## config.mk

```make
export PLATFORM = sky130hd
export DESIGN_NAME = lmsm_sequencer
export DESIGN_NICKNAME = d
export VERILOG_FILES = /design/src/rtl/iitb_risc_pkg.sv /design/src/rtl/lsb_prienc.sv /design/src/rtl/lmsm_sequencer.sv
export SDC_FILE = /design/constraint.sdc
export NUM_CORES = 1
export LEC_CHECK = 0
export CAP_MARGIN = 20
export CORE_MARGIN = 2
export CORE_UTILIZATION = 44
export DETAILED_ROUTE_END_ITERATION = 10
export PLACE_DENSITY_LB_ADDON = 0.12
export SLEW_MARGIN = 10
export SYNTH_ARGS = -nofsm -noshare
export SYNTH_HDL_FRONTEND = slang
export SYNTH_HIERARCHICAL = 1
export SYNTH_SLANG_ARGS = --single-unit
```

## constraint.sdc

```tcl
create_clock -name clk -period 2.1 [get_ports clk]
set_input_delay 0.63 -clock clk [delete_from_list [all_inputs] [get_ports clk]]
set_output_delay 0.63 -clock clk [all_outputs]
set_load 0.02 [all_outputs]
```

## src/rtl/iitb_risc_pkg.sv

```systemverilog
// rtl/iitb_risc_pkg.sv - shared IITB-RISC constants for the LM/SM micro-sequencer
package iitb_risc_pkg;

    localparam int NUM_REGS      = 8;
    localparam int REG_IDX_WIDTH = 3;
    localparam int ADDR_WIDTH    = 16;

    // Sequencer state encoding
    localparam logic [0:0] ST_IDLE  = 1'b0;
    localparam logic [0:0] ST_ISSUE = 1'b1;

    // Opcodes decode compares against to raise start / is_load
    localparam logic [3:0] OPC_LM = 4'b0110;
    localparam logic [3:0] OPC_SM = 4'b0111;

    // Returns 1 when at most one bit of the list is set
    function automatic logic at_most_one_set(input logic [NUM_REGS-1:0] v);
        return (v & (v - NUM_REGS'(1))) == '0;
    endfunction

endpackage

```

## src/rtl/lsb_prienc.sv

```systemverilog
// rtl/lsb_prienc.sv - lowest-set-bit priority encoder with any-set flag
module lsb_prienc #(
    parameter int N     = 8,
    parameter int IDX_W = 3
) (
    input  logic [N-1:0]     in_vec,
    output logic [IDX_W-1:0] idx,
    output logic             any_set
);

    // Scan from the top down so the lowest set bit is the last one written
    always_comb begin
        idx = '0;
        for (int i = N - 1; i >= 0; i--) begin
            if (in_vec[i]) begin
                idx = IDX_W'(i);
            end
        end
        any_set = |in_vec;
    end

endmodule

```

## src/rtl/lmsm_sequencer.sv

```systemverilog
// rtl/lmsm_sequencer.sv - expands one LM/SM into per-register memory micro-ops
module lmsm_sequencer
    import iitb_risc_pkg::*;
#(
    parameter int ADDR_WIDTH_P    = ADDR_WIDTH,
    parameter int NUM_REGS_P      = NUM_REGS,
    parameter int REG_IDX_WIDTH_P = REG_IDX_WIDTH
) (
    input  logic                       clk,
    input  logic                       rst,
    input  logic                       start,
    input  logic                       is_load,
    input  logic [NUM_REGS_P-1:0]      reg_list,
    input  logic [ADDR_WIDTH_P-1:0]    base_addr,
    input  logic                       ready,
    input  logic                       flush,
    output logic                       busy,
    output logic                       stall_fetch,
    output logic                       seq_sel,
    output logic                       uop_valid,
    output logic                       uop_is_load,
    output logic [REG_IDX_WIDTH_P-1:0] uop_reg,
    output logic [ADDR_WIDTH_P-1:0]    uop_addr,
    output logic                       uop_last,
    output logic                       done
);

    logic [0:0]                 state_q, state_d;
    logic [NUM_REGS_P-1:0]      pending_q, pending_d;
    logic [ADDR_WIDTH_P-1:0]    addr_q, addr_d;
    logic                       load_q, load_d;
    logic                       done_q, done_d;

    logic [REG_IDX_WIDTH_P-1:0] enc_idx;
    logic                       enc_any;
    logic                       one_left;

    lsb_prienc #(
        .N     (NUM_REGS_P),
        .IDX_W (REG_IDX_WIDTH_P)
    ) u_prienc (
        .in_vec  (pending_q),
        .idx     (enc_idx),
        .any_set (enc_any)
    );

    assign one_left = (pending_q & (pending_q - NUM_REGS_P'(1))) == '0;

    // Micro-op outputs come from registered state only
    always_comb begin
        busy        = (state_q == ST_ISSUE);
        seq_sel     = busy;
        uop_valid   = busy;
        uop_reg     = busy ? enc_idx : '0;
        uop_addr    = addr_q;
        uop_last    = busy && enc_any && one_left;
        uop_is_load = load_q;
        done        = done_q;
        stall_fetch = busy || (start && (reg_list != '0));
    end

    // Next-state: flush wins, then micro-op acceptance, then a new start
    always_comb begin
        state_d   = state_q;
        pending_d = pending_q;
        addr_d    = addr_q;
        load_d    = load_q;
        done_d    = 1'b0;
        if (flush) begin
            state_d   = ST_IDLE;
            pending_d = '0;
        end else if (state_q == ST_ISSUE) begin
            if (ready) begin
                pending_d = pending_q & ~(NUM_REGS_P'(1) << enc_idx);
                addr_d    = addr_q + ADDR_WIDTH_P'(1);
                if (one_left) begin
                    state_d = ST_IDLE;
                    done_d  = 1'b1;
                end
            end
        end else if (start) begin
            if (reg_list == '0) begin
                done_d = 1'b1;
            end else begin
                state_d   = ST_ISSUE;
                pending_d = reg_list;
                addr_d    = base_addr;
                load_d    = is_load;
            end
        end
    end

    // State registers with asynchronous reset
    always_ff @(posedge clk or posedge rst) begin
        if (rst) begin
            state_q   <= ST_IDLE;
            pending_q <= '0;
            addr_q    <= '0;
            load_q    <= 1'b0;
            done_q    <= 1'b0;
        end else begin
            state_q   <= state_d;
            pending_q <= pending_d;
            addr_q    <= addr_d;
            load_q    <= load_d;
            done_q    <= done_d;
        end
    end

endmodule

```

## After elaboration in Yosys (flattened, before gate mapping)

Index checks and enable logic that the tools add are counted.

- Latch bits: 0
- Bits in writable memories: 0
- ROM bits: 0
- Memories: 0
- Register bits: 27
- Output and inout port bits: 26
- Input port bits: 30

- Multipliers: 0
- Bitwise operators: 6
- $lt $le $gt $ge: 0
- Equality and inequality tests: 4
- Reductions and logical operators: 13
- Divide/modulo/power cells: 0
- Mux-type cells: 30
- Shifts and indexed selects: 1
- Add/subtract/negate cells: 2

Operators with widths:

| kind | count |
|---|---|
| $mux W16 | 4 |
| $mux W8 | 5 |
| $mux W3 | 9 |
| $add A16 B1 Y16 const B | 1 |
| $and A8 B8 Y8 | 2 |
| $logic_not A8 Y1 | 2 |
| $mux W1 | 12 |
| $not A8 Y8 | 1 |
| $reduce_and A4 Y1 | 2 |
| $reduce_bool A8 Y1 | 1 |
| $reduce_or A8 Y1 | 1 |
| $shl A1 B3 Y8 const A | 1 |
| $sub A8 B1 Y8 const B | 1 |
| $ne A3 B3 Y1 const B | 2 |
| $ne A2 B2 Y1 const B | 2 |
| $logic_and A1 B1 Y1 | 3 |
| $not A1 Y1 | 3 |
| $reduce_and A3 Y1 | 1 |
| $reduce_bool A3 Y1 | 1 |
| $reduce_bool A2 Y1 | 1 |
| $logic_or A1 B1 Y1 | 1 |

## Depth between registers and ports, before layout

- Depth after elaboration: 14
- Mapped depth: 8

## Cells and area by module

Netlist, hierarchy kept.

Modules (own cells, without submodules):

| module | instances | sequential area each (sq um) | cells an instance | area each (sq um) |
|---|---|---|---|---|
| lmsm_sequencer | 1 | 675.6 | 220 | 1915.6 |
| lsb_prienc | 1 | 0.0 | 13 | 81.3 |

## Least setup slack after synthesis

OpenSTA, ideal clock, no wires.

- Kind: reg-to-output
- Start: reg pending_q[2]
- End: out uop_last
- Setup slack: -0.408 ns
- Cell stages (with the launch flop): 4
- Path buffers: 0
- Data required time: 1.470 ns
- Data arrival time: 1.878 ns
- Cells stage by stage: dfrtp_1 -> or3_1 -> o32a_1 -> nor4_1

- Word-level cells in the longest chain between the ends: 4

Ends and longest elaborated chain:

| item | RTL line | source |
|---|---|---|
| start: declaration | lmsm_sequencer.sv:29 | `logic [NUM_REGS_P-1:0] pending_q, pending_d;` |
| start signal: assignment | lmsm_sequencer.sv:103 | `pending_q <= pending_d;` |
| $sub A8 B1 Y8 | lmsm_sequencer.sv:47 | `assign one_left = (pending_q & (pending_q - NUM_REGS_P'(1))) == '0;` |
| $and A8 B8 Y8 | lmsm_sequencer.sv:47 |  |
| $logic_not A8 Y1 | lmsm_sequencer.sv:47 |  |
| $logic_and A1 B1 Y1 (*) | lmsm_sequencer.sv:56 | `uop_last = busy && enc_any && one_left;` |
| end: declaration | lmsm_sequencer.sv:24 | `output logic uop_last,` |

Mark *: on every way between the ends. The rest lies on a longest branch, timed or not.

## Final worst setup path

Ends and elaborated chain as after synthesis.

==> impl_metrics.csv <==
group,metric,value,unit
floorplanning,die_y,71.37,um
clock_network,tritoncts,"yes",
floorplanning,num_rows,24,
floorplanning,initial_core_util,45.86,%
critical_path,endpoint,"uop_last",
min_path,hp-class,"reg2reg",
clock_network,insertion_delay,0.28,ns
timing,fin_crit,2.448,ns
timing,tightest_slew,0.4072,ns
final_layout,n_fill_cell,339,
synth,syn_inst,233,
timing,slew_viol_final,0,
timing,maxSlewHeadroom,72.79,%
placed_design,port_buffers,55,
clock_network,h-tree-depth,1,
route,drc,0,
timing,fin_tns_setup,-1.051,ns
global_route,grt_pass1_wl,10410,um
global_route,grt_pass1_vias,2184,
synth,yosysTopAreaCell,"dfrtp_1",
critical_path,crit_fanout,3,
critical_path,worstPathRequired,1.47,ns
critical_path,reg2reg_to,"pending_q[2]",
placed_design,gp_congestion,0.8782,
clock_network,cts.path.max_buffers,2,
min_path,hold_depth,1,
route,ant_nets,0,
synth,syn_area,1997,um2
power_and_ir_drop,p_per_area,700.4,nW/um2
status,status,"complete, but fails checks",
timing,finalClockSkew,0.003977,ns
timing,finalHoldViolations,0,
synth,synth_top_area_share,33.83,%
critical_path,cp.arrival,1.82,ns
floorplanning,die_area,5093,um2
synth,seq_area_frac_synth,33.83,%
global_route,grt_max_degree,30,
final_layout,nNetsFinal,355,
synth,synth_top_flop_cell,"dfrtp_1",
synth,ys.warnings.count,6,
synth,ys_async_sr_fraction,100.0,%
floorplanning,die_width,71.37,um
floorplanning,core_area,4354,um2
timing,max_freq,408.6,MHz
timing,finalSetupViolCount,5,
global_route,overflow,0,
critical_path,startpoint,"pending_q[2]",
final_layout,final_common_cell,"buf_4",
route,via_per_inst,6.139,
critical_path,start_kind,"flip-flop",
final_layout,area_delta_synth_final,57.64,%
final_layout,diodes,0,
final_layout,final_cell_mix,"buf_4 (45), clkdlybuf4s50_1 (38), dfrtp_1 (24)",
floorplanning,io_pins,56,
critical_path,timing.rr.start,"pending_q[0]",
critical_path,worst_setup_path_end_kind,"output port",
clock_network,numCtsBuffers,3,
power_and_ir_drop,cellLeakagePower,1.311,nW
route,first_iter_violations,111,
global_route,antenna_found_initial,0,
route,totalWireLength,6596,um
route,first_pass_iters,4,
route,vias,2302,
power_and_ir_drop,vdd_drop_max,0.0004776,V
synth,syn_nets,264,
critical_path,ff2ff_path_depth,9,
clock_network,clock-sinks,27,
synth,synth_edf_count,0,
synth,synth_seq_cells,27,
global_route,grt_use_total,24.88,%
critical_path,timing_worst_setup_path_type,"reg2out",
synth,syn_area_per_cell,8.570,um2
final_layout,final_util,72.30,%
placed_design,dp_hpwl,4330,um
job,maxCapViolCount,0,
synth,synth.top_cells.by_area,"dfrtp_1 (34%), mux2i_1 (4.0%), nor2_1 (3.6%)",
route,wire_per_inst,17.59,um
timing,setup_slack,-0.3476,ns
clock_network,cts.clk_slew.worst_paths,0.10,ns
synth,synth_cell_types,55,
status,violations,"negative setup slack",
timing,post-route-period-util,116.6,%
final_layout,drive_above_1_share,32.82,%
critical_path,regToRegSetupSlack,0.08,ns
clock_network,cts-root-buf,"clkbuf_8",
timing,rsz0062_at_grt,"true",
cells by family after synthesis:
logic type / share of synthesized area [%]
adder cells (fa/ha/maj): 0.6265
AND/OR/NAND/NOR: 22.56
buffers and inverters: 7.832
flip-flops: 33.83
multiplexers: 4.574
AO/OA/AOI/OAI: 30.58
synth_stat cells, drive strengths merged, types with 7 or more instances:
library cell and number:
a31oi 9, nor2 19, clkbuf 10, mux2i 8, nand2 11, nand3 7, o21ai 11, nor4 8
buf 10, a21oi 11, a211oi 8, inv 15, nor3 7, o22a 9, dfrtp 27
worst max-delay path: stages, from the launching register on:
cell and delay, ns:
dfrtp_1 0.43, or3_4 0.42, o32a_1 0.35, nor4_4 0.16
buf_4 0.18
through the flow:
step / hold WS, ns / cell area [um2] / total power [mW] / setup WS [ns] / instances
global placement: 0.4856 / 2888 / 1.772 / -0.9032 / 363
floorplan: 0.5194 / 2024 / 1.300 / 0.01981 / 233
CTS: 0.5173 / 3035 / 2.142 / -0.2881 / 371
detailed placement: 0.4943 / 2888 / 1.789 / -0.9241 / 363
global route: 0.5449 / 3148 / 2.309 / -0.3585 / 375
finish: 0.5114 / 3148 / 2.205 / -0.3476 / 375
repair_timing:
action	in CTS	in global routing
hold buffers	0	0
gates resized for setup	65	48
buffers inserted	4	6
setup endpoints to repair	30	16
pin swaps	8	14
final cells by class:
| cell class | count | area, um2 | area share, % |
|---|---|---|---|
| clock inverters | 1 | 7.507 | 0.2385 |
| repair buffers | 106 | 960.9 | 30.52 |
| flip-flops and latches | 27 | 679.4 | 21.58 |
| inverters | 15 | 56.30 | 1.789 |
| well taps | 52 | 65.06 | 2.067 |
| clock buffers | 3 | 41.29 | 1.312 |
| multi-input cells | 171 | 1338 | 42.49 |
flip-flops by register name (all words and copies together), names as in the netlist:
register and count:
pending_q 8, done 1, uop_addr 16, busy 1, uop_is_load 1
where the power goes:
part	internal [mW]	switching [mW]
clock	0.135	0.189
combinational	0.547	0.556
sequential	0.623	0.155
worst min-delay path by stage:
stage / startpoint / to
2_1_floorplan: pending_q[3] / pending_q[3]
3_3_place_gp: uop_is_load / uop_is_load
3_5_place_dp: uop_is_load / uop_is_load
4_1_cts: uop_is_load / uop_is_load
5_1_grt: uop_is_load / uop_is_load
6_report: uop_is_load / uop_is_load
per-layer routing:
layer	vias to the layer above	GRT usage, %	routed length (um)
li1	1079	-	-
met1	1107	36.84	2859
met2	101	39.71	3155
met3	15	2.110	443
met4	0	5.660	138
met5	-	0	0
(Power assumes the default switching activity.)
